### src/rtl/rr_burst_arbiter.sv
// Round-robin arbiter with per-grant burst hold and back-to-back handoff.
// Optional burst limit: define RR_ARB_BURST_LIMIT_EN to force release after MAX_BURST cycles.

module rr_burst_arbiter #(
  parameter int unsigned N         = 4,
  parameter int unsigned MAX_BURST = 8,
  localparam int unsigned IW       = $clog2(N),
  localparam int unsigned CW       = $clog2(MAX_BURST + 1)
) (
  input  logic          clk,
  input  logic          rst_n,
  input  logic [N-1:0]  req,
  output logic [N-1:0]  gnt,
  output logic          gnt_valid,
  output logic [IW-1:0] gnt_id,
  output logic [CW-1:0] burst_cnt
);

  typedef enum logic [0:0] {StIdle, StGrant} state_e;

  typedef struct packed {
    logic          valid;
    logic [IW-1:0] idx;
  } pick_t;

  state_e        state_q;
  logic [IW-1:0] ptr_q;

  logic [IW-1:0] next_ptr;
  logic          handoff;
  pick_t         idle_pick;
  pick_t         hand_pick;

  // Scan from p with an explicit wrap at N-1 so non-power-of-2 N never yields idx >= N.
  function automatic pick_t pick(input logic [N-1:0] r, input logic [IW-1:0] p);
    logic [IW-1:0] idx;
    idx = p;
    for (int unsigned i = 0; i < N; i++) begin
      if (r[idx]) return '{valid: 1'b1, idx: idx};
      idx = (idx == IW'(N - 1)) ? '0 : idx + 1'b1;
    end
    return '{valid: 1'b0, idx: '0};
  endfunction

  function automatic logic [N-1:0] onehot(input logic [IW-1:0] idx);
    logic [N-1:0] oh;
    oh      = '0;
    oh[idx] = 1'b1;
    return oh;
  endfunction

  always_comb begin
    next_ptr  = (gnt_id == IW'(N - 1)) ? '0 : gnt_id + 1'b1;
`ifdef RR_ARB_BURST_LIMIT_EN
    handoff   = !req[gnt_id] || (burst_cnt == CW'(MAX_BURST));
`else
    handoff   = !req[gnt_id];
`endif
    idle_pick = pick(req, ptr_q);
    // A still-requesting owner is seen last, so a sole requester is simply re-granted.
    hand_pick = pick(req, next_ptr);
  end

  always_ff @(posedge clk or negedge rst_n) begin
    if (!rst_n) begin
      state_q   <= StIdle;
      ptr_q     <= '0;
      gnt       <= '0;
      gnt_valid <= 1'b0;
      gnt_id    <= '0;
      burst_cnt <= '0;
    end else begin
      unique case (state_q)
        StIdle: begin
          if (idle_pick.valid) begin
            gnt       <= onehot(idle_pick.idx);
            gnt_valid <= 1'b1;
            gnt_id    <= idle_pick.idx;
            burst_cnt <= CW'(1);
            state_q   <= StGrant;
          end
        end
        StGrant: begin
          if (handoff) begin
            ptr_q <= next_ptr;
            if (hand_pick.valid) begin
              gnt       <= onehot(hand_pick.idx);
              gnt_valid <= 1'b1;
              gnt_id    <= hand_pick.idx;
              burst_cnt <= CW'(1);
            end else begin
              gnt       <= '0;
              gnt_valid <= 1'b0;
              gnt_id    <= '0;
              burst_cnt <= '0;
              state_q   <= StIdle;
            end
          end else if (burst_cnt != '1) begin
            burst_cnt <= burst_cnt + 1'b1;
          end
        end
        default: state_q <= StIdle;
      endcase
    end
  end

endmodule
### config.mk
export PLATFORM = sky130hd
export DESIGN_NAME = rr_burst_arbiter
export DESIGN_NICKNAME = d
export VERILOG_FILES = /design/src/rtl/rr_burst_arbiter.sv
export SDC_FILE = /design/constraint.sdc
export NUM_CORES = 1
export LEC_CHECK = 0
export ABC_AREA = 0
export BUFFER_PORTS_ARGS = -buffer_cell sky130_fd_sc_hd__buf_4
export CAP_MARGIN = 30
export CORE_ASPECT_RATIO = 1.5
export CORE_MARGIN = 2
export CORE_UTILIZATION = 53
export DETAILED_ROUTE_END_ITERATION = 8
export PLACE_DENSITY = 0.76
export SYNTH_ARGS = -nofsm -noshare
export SYNTH_HDL_FRONTEND = slang
export SYNTH_SLANG_ARGS = --single-unit
### constraint.sdc
create_clock -name clk -period 3 [get_ports clk]
set_input_delay 0.6 -clock clk [delete_from_list [all_inputs] [get_ports clk]]
set_output_delay 0.6 -clock clk [all_outputs]
set_load 0.05 [all_outputs]
==> Yosys cells after proc, flatten, opt, wreduce, memory -nomap -nowiden <==
Index checks and enable logic that the tools add are counted.
{ "word_totals": {"inputBits": 6, "register_bits": 14, "out_inout_bits": 11} }
{ "classes": {"reduce_logical": 5, "mux": 101, "n_addsub": 8, "n_lt_le_gt_ge": 13, "n_bitwise": 2, "n_eq_ne": 11} }
{ "ops": {"columns": ["op", "n"], "rows": [
  ["$mux 3", 16],
  ["$mux 2", 22],
  ["$mux 1", 41],
  ["$lt 2x3->1 const B", 11],
  ["$mux 4", 6],
  ["$bmux 1 s2", 9],
  ["$pmux 4 s2", 2],
  ["$add 2x1->2 const B", 7],
  ["$eq 2x2->1 const B", 7],
  ["$reduce_and 2->1", 3],
  ["$add 4x1->4 const B", 1],
  ["$demux 1 s2", 2],
  ["$ge 2x1->1 const B", 2],
  ["$ne 2x2->1 const B", 2],
  ["$ne 4x4->1 const B", 1],
  ["$pmux 1 s2", 2],
  ["$pmux 2 s2", 1],
  ["$ne 3x2->1 const B", 1],
  ["$logic_and 1x1->1", 2],
  ["$not 1->1", 2]
]} }

==> Logic depth before layout (Yosys ltp) <==
{ "depth": {"word_depth": 34, "depth_mapped": 14, "depth_no_buf": 13} }

==> Worst setup path before layout <==
OpenSTA, ideal clock, no wires.
{ "synth_path": {"path_kind": "input to register", "from": "input port req[3]", "to": "register gnt[0]", "arrival_time_ps": 3195, "cell_stages": 12, "required_time_ps": 2875, "setup_time_ps": 125, "path_slack_ps": -319, "path_cell_list": "buf_6 mux2_2 a22o_2 mux2i_1 mux2i_1 ha_1 o21ai_0 a21boi_0 or3_1 a31oi_1 o31ai_4 mux2_2"} }
{ "synth_via": {"elab_chain_len": 32, "word_cells_on_any_way": 97, "classes_between": "add/sub: 4; order compare: 4; eq/ne: 6; mux: 80; reduce/logical: 3"} }
{ "synth_lines": {"columns": ["item", "line", "text"], "rows": [
  ["start, declared", "12", "input logic [N-1:0] req,"],
  ["$bmux 1 s2", "39", "if (r[idx]) return '{valid: 1'b1, idx: idx};"],
  ["$mux 1 (implied by the code)", "39", null],
  ["$mux 1", "39", null],
  ["$mux 2", "40", "idx = (idx == IW'(N - 1)) ? '0 : idx + 1'b1;"],
  ["$bmux 1 s2", "39", null],
  ["$mux 1 (implied by the code)", "39", null],
  ["$mux 1", "39", null],
  ["$mux 1", "38", "for (int unsigned i = 0; i < N; i++) begin"],
  ["[... 16 more ...]", null, null],
  ["$mux 3", "42", "return '{valid: 1'b0, idx: '0};"],
  ["$lt 2x3->1 (implied by the code) / $ge 2x1->1 (equally long branches)", "48", "oh[idx] = 1'b1;"],
  ["$logic_and 1x1->1 (implied by the code)", "48", null],
  ["$mux 1 (implied by the code)", "48", null],
  ["$demux 1 s2", "48", null],
  ["$mux 4", "86", "if (hand_pick.valid) begin"],
  ["$mux 4", "84", "if (handoff) begin"],
  ["$pmux 4 s2", "73", "unique case (state_q)"],
  ["end signal, assigned", "76", "gnt <= onehot(idle_pick.idx);"],
  ["end signal, assigned", "87", "gnt <= onehot(hand_pick.idx);"],
  ["end, declared", "13", "output logic [N-1:0] gnt,"]
]} }
Parallel ways exist; a longest one is shown, timed or not. The select of a mux whose other input is x is not followed.
A chain may end at the register's enable or synchronous reset.

==> Final worst setup path <==
{ "layout_path": {"from": "register ptr_q[1]", "to": "register gnt[2]"} }
{ "layout_via": {"elab_chain_len": 31, "word_cells_on_any_way": 52, "classes_between": "add/sub: 3; order compare: 2; eq/ne: 4; mux: 41; reduce/logical: 2"} }
{ "layout_lines": {"columns": ["item", "line", "text"], "rows": [
  ["start, declared", "27", "logic [IW-1:0] ptr_q;"],
  ["start signal, assigned", "85", "ptr_q <= next_ptr;"],
  ["$bmux 1 s2", "39", null],
  ["$mux 1 (implied by the code)", "39", null],
  ["$mux 1", "39", null],
  ["$mux 2", "40", null],
  ["$bmux 1 s2", "39", null],
  ["$mux 1 (implied by the code)", "39", null],
  ["$mux 1", "39", null],
  ["$mux 1", "38", null],
  ["[... 13 more ...]", null, null],
  ["$mux 3 / $mux 1 (equally long branches) (3 in a row)", "38", null],
  ["$mux 3 (*)", "42", null],
  ["$lt 2x3->1 (implied by the code) / $ge 2x1->1 (equally long branches)", "48", null],
  ["$logic_and 1x1->1 (implied by the code)", "48", null],
  ["$mux 1 (implied by the code)", "48", null],
  ["$demux 1 s2", "48", null],
  ["$mux 4", "75", "if (idle_pick.valid) begin"],
  ["$pmux 4 s2", "73", null]
]} }
Every way passes the cells marked *; elsewhere a longest branch is shown, timed or not. The select of a mux whose other input is x is not followed.

==> metrics.md <==
| Metric | Value |
|---|---|
| Most frequent cell after synthesis | `a21oi_1` |
| CTS buffer count | `3` |
| I/O pin count | `17` |
| Final WS setup | `-0.2145 ns` |
| Final ANT Viol Nets | `0` |
| Crit path max fanout | `7` |
| Cell taking the most area after synthesis | `dfrtp_1` |
| Global route total overflow | `0` |
| Peak Freq | `311.1 MHz` |
| Number of synthesized flops with an enable pin | `0` |
| Sink Count | `14` |
| Final setup fails | `12` |
| Max-slew violations | `0` |
| CTS HTree Levels | `1` |
| Cell count after synthesis | `198` |
| Clock latency on the worst-skew pair | `0.24 ns` |
| Endpoint type of the worst setup path | `flop` |
| Antenna diodes | `0` |
| Leading post-synthesis cells by cell area | `dfrtp_1 22%, mux2_2 7.0%, a21oi_1 4.7%` |
| Syn-to-layout area delta | `41.95%` |
| HPWL after DPL | `3745 microns` |
| Ys Warns | `0` |
| Synthesized flop and latch total | `14` |
| Slew headroom | `60.42%` |
| Die Y-Extent | `71.46 microns` |
| Final period util | `107.1%` |
| CTS Root Cell | `clkbuf_8` |
| Post-Syn Area | `0.001608 sq mm` |
| Hold buffers post-CTS | `0` |
| GRT Overall Usage | `29.75%` |
| First-pass GRT wire length | `8190 microns` |
| Post-synthesis async set-or-reset flop share | `100.0%` |
| Longest Clk Path Bufs | `2` |
| Slowest CP cell | `dfrtp_1` |
| Failing checks | `negative setup slack` |
| Worst Max-Slew Pin Slew | `0.5937 ns` |
| Period minus WS final | `3.214 ns` |
| CP Launch Type | `flop` |
| Port Buffer Count | `16` |
| RSZ-0062 raised after global routing | `true` |
| Drt initial violations | `118` |
| Max-cap violations | `0` |
| Post-placement cell area | `0.002054 sq mm` |
| Clk slew on worst S/H paths | `0.05 ns` |
| Die footprint | `0.003499 sq mm` |
| Number of remaining DRC errors | `0` |
| Avg Inst Size Synth | `8.120 sq um` |
| Die X | `48.97 microns` |
| Design Area, Final | `0.002282 sq mm` |
| Syn Nets | `208` |
| Worst endpoint data arrival time | `3.34 ns` |
| Total Nets Final | `266` |
| Largest net degree at the start of global routing | `17` |
| Crit Path Class | `reg2reg` |
| DRT Wirelength | `5307 microns` |
| Layout cells sized above 1 | `44.88%` |
| Core ar. | `0.002913 sq mm` |
| CTS tree | `done` |
| Detailed-route via count | `1,900` |
| Filler cells | `190` |
| DRT Pass-1 Iters | `4` |
| Netlist cell types | `55` |
| Flop-to-flop setup slack | `-0.21 ns` |
| Status | `finished, violations left` |
| Crit path required time | `3.12 ns` |
| Worst-path cell chain | `buf_6 -> mux2_4 -> a22o_4 -> mux2i_1 -> mux2i_1 -> ha_4 -> a41oi_2 -> o22a_1 -> o21ai_2 -> o31ai_4 -> o31ai_4 -> mux2_2` |
| Initial Util | `55.20%` |
| Post-synth top flop | `dfrtp_1` |
| Hold Fails Final Rpt | `0` |
| CP max stage delay | `0.40 ns` |
| Synth cell count leaders | `15 x a21oi_1, 14 x dfrtp_1, 13 x nand2_1, 11 x nor3_1, 11 x o21ai_0` |
| Vias in the first global route | `1,889` |
| Hold Path Class | `in2async` |
| Total negative slack | `-1.738 ns` |
| Row count | `24` |
| Vias per inst | `6.485` |
| Drt wl/cell | `18.11 microns` |
| Gp weighted congestion | `0.9069` |
| Share of the synthesized area in the top cell type | `21.79%` |
| Initial antenna violation count | `0` |
| Register area share after synthesis | `21.79%` |
| Worst Skew | `0.002524 ns` |
[routing by layer]
metal,GRT usage [%],up-vias,wire length [microns]
met1,29.56,914,1896
met4,15.87,0,232
met2,59.06,82,2919
li1,-,881,-
met5,0,-,0
met3,3.125,23,260
[cell usage in the layout (no fill, tap or decap), types with 2 or more instances in the layout]
cell / synthesis / layout
or3_1: 3 / 2
nor3_1: 11 / 8
a21oi_2: 1 / 5
mux2_4: 0 / 3
o2111ai_1: 2 / 2
dfrtp_1: 14 / 14
o21ai_0: 11 / 9
inv_1: 10 / 10
a211oi_2: 1 / 3
ha_1: 4 / 2
nor4_1: 2 / 2
nand2_1: 13 / 12
buf_6: 2 / 4
and2_1: 2 / 2
mux2i_1: 5 / 5
clkbuf_8: 0 / 3
o211ai_1: 8 / 8
a211oi_1: 5 / 3
a32oi_1: 2 / 2
a211o_1: 3 / 3
o21ai_2: 1 / 2
a21oi_1: 15 / 11
a21o_1: 2 / 2
buf_4: 2 / 66
nor3_2: 0 / 3
nand2b_1: 5 / 5
nand3_1: 6 / 5
o21a_1: 3 / 2
mux2_2: 10 / 7
o31ai_4: 1 / 2
nor2_1: 9 / 8
o32ai_1: 4 / 4
[worst max-delay path, delay by kind of cell (launching register included)]
family / cells / cell delay, ns
AOI/OAI and AO/OA: 6 / 1.20
adders and majority gates: 1 / 0.36
buffers and inverters: 1 / 0.15
DFF: 1 / 0.40
muxes: 4 / 1.00
[cell type report]
class	count	area (sq um)	share of cell area (%)
multi-input cells	157	1264	55.37
inverters	10	37.54	1.645
clock buffers	3	41.29	1.809
well taps	39	48.80	2.138
repair buffers	70	540.5	23.68
flip-flops and latches	14	350.3	15.35
[logic make-up after synthesis]
family	after synthesis	synth area share (%)
DFF	14	21.79
AOI/OAI and AO/OA	76	35.49
adders and majority gates	4	3.113
and+or+nand+nor	60	19.46
muxes	16	11.52
buffers and inverters	27	8.093
xor gates and xnor gates	1	0.5448
[flip-flops by register name (all words and copies together) (netlist names)]
| signal | cells |
|---|---|
| burst_cnt | 4 |
| gnt | 4 |
| gnt_id | 2 |
| gnt_valid | 1 |
| ptr_q | 2 |
| state_q | 1 |
[stage by stage]
step | hold WS (ns) | worst slack, ns | instances | util [%]
final | 0.1993 | -0.2145 | 293 | 78.35
after global placement | 0.4525 | -0.3177 | 280 | 70.53
after floorplan | 0.3044 | -0.2577 | 198 | -
after detailed placement | 0.4551 | -0.4429 | 280 | 70.53
after global routing | 0.2108 | -0.3452 | 293 | 78.35
after CTS | 0.1986 | -0.1991 | 292 | 77.02
[final timing paths]
path	start	endpoint	cells past startpoint
worst max-delay path	ptr_q[1]	gnt[2]	12
worst min-delay path	rst_n	burst_cnt[2]	1
worst max register to register	ptr_q[1]	gnt[2]	12
worst min register to register	gnt[3]	gnt[3]	1
max in group asynchronous	rst_n	state_q	1
min in group clk	gnt[3]	gnt[3]	1
[what timing repair did]
item                                   in CTS  in global routing
buffers inserted                            9                  2
setup endpoints to repair                  12                 12
gates resized for setup                    20                  6
endpoints found under the hold margin       0                  0
pin swaps                                   9                  9
Power is left out: the tool's default activity adds up to more than one toggle a clock period on the data nets, which glitch-free logic cannot reach.
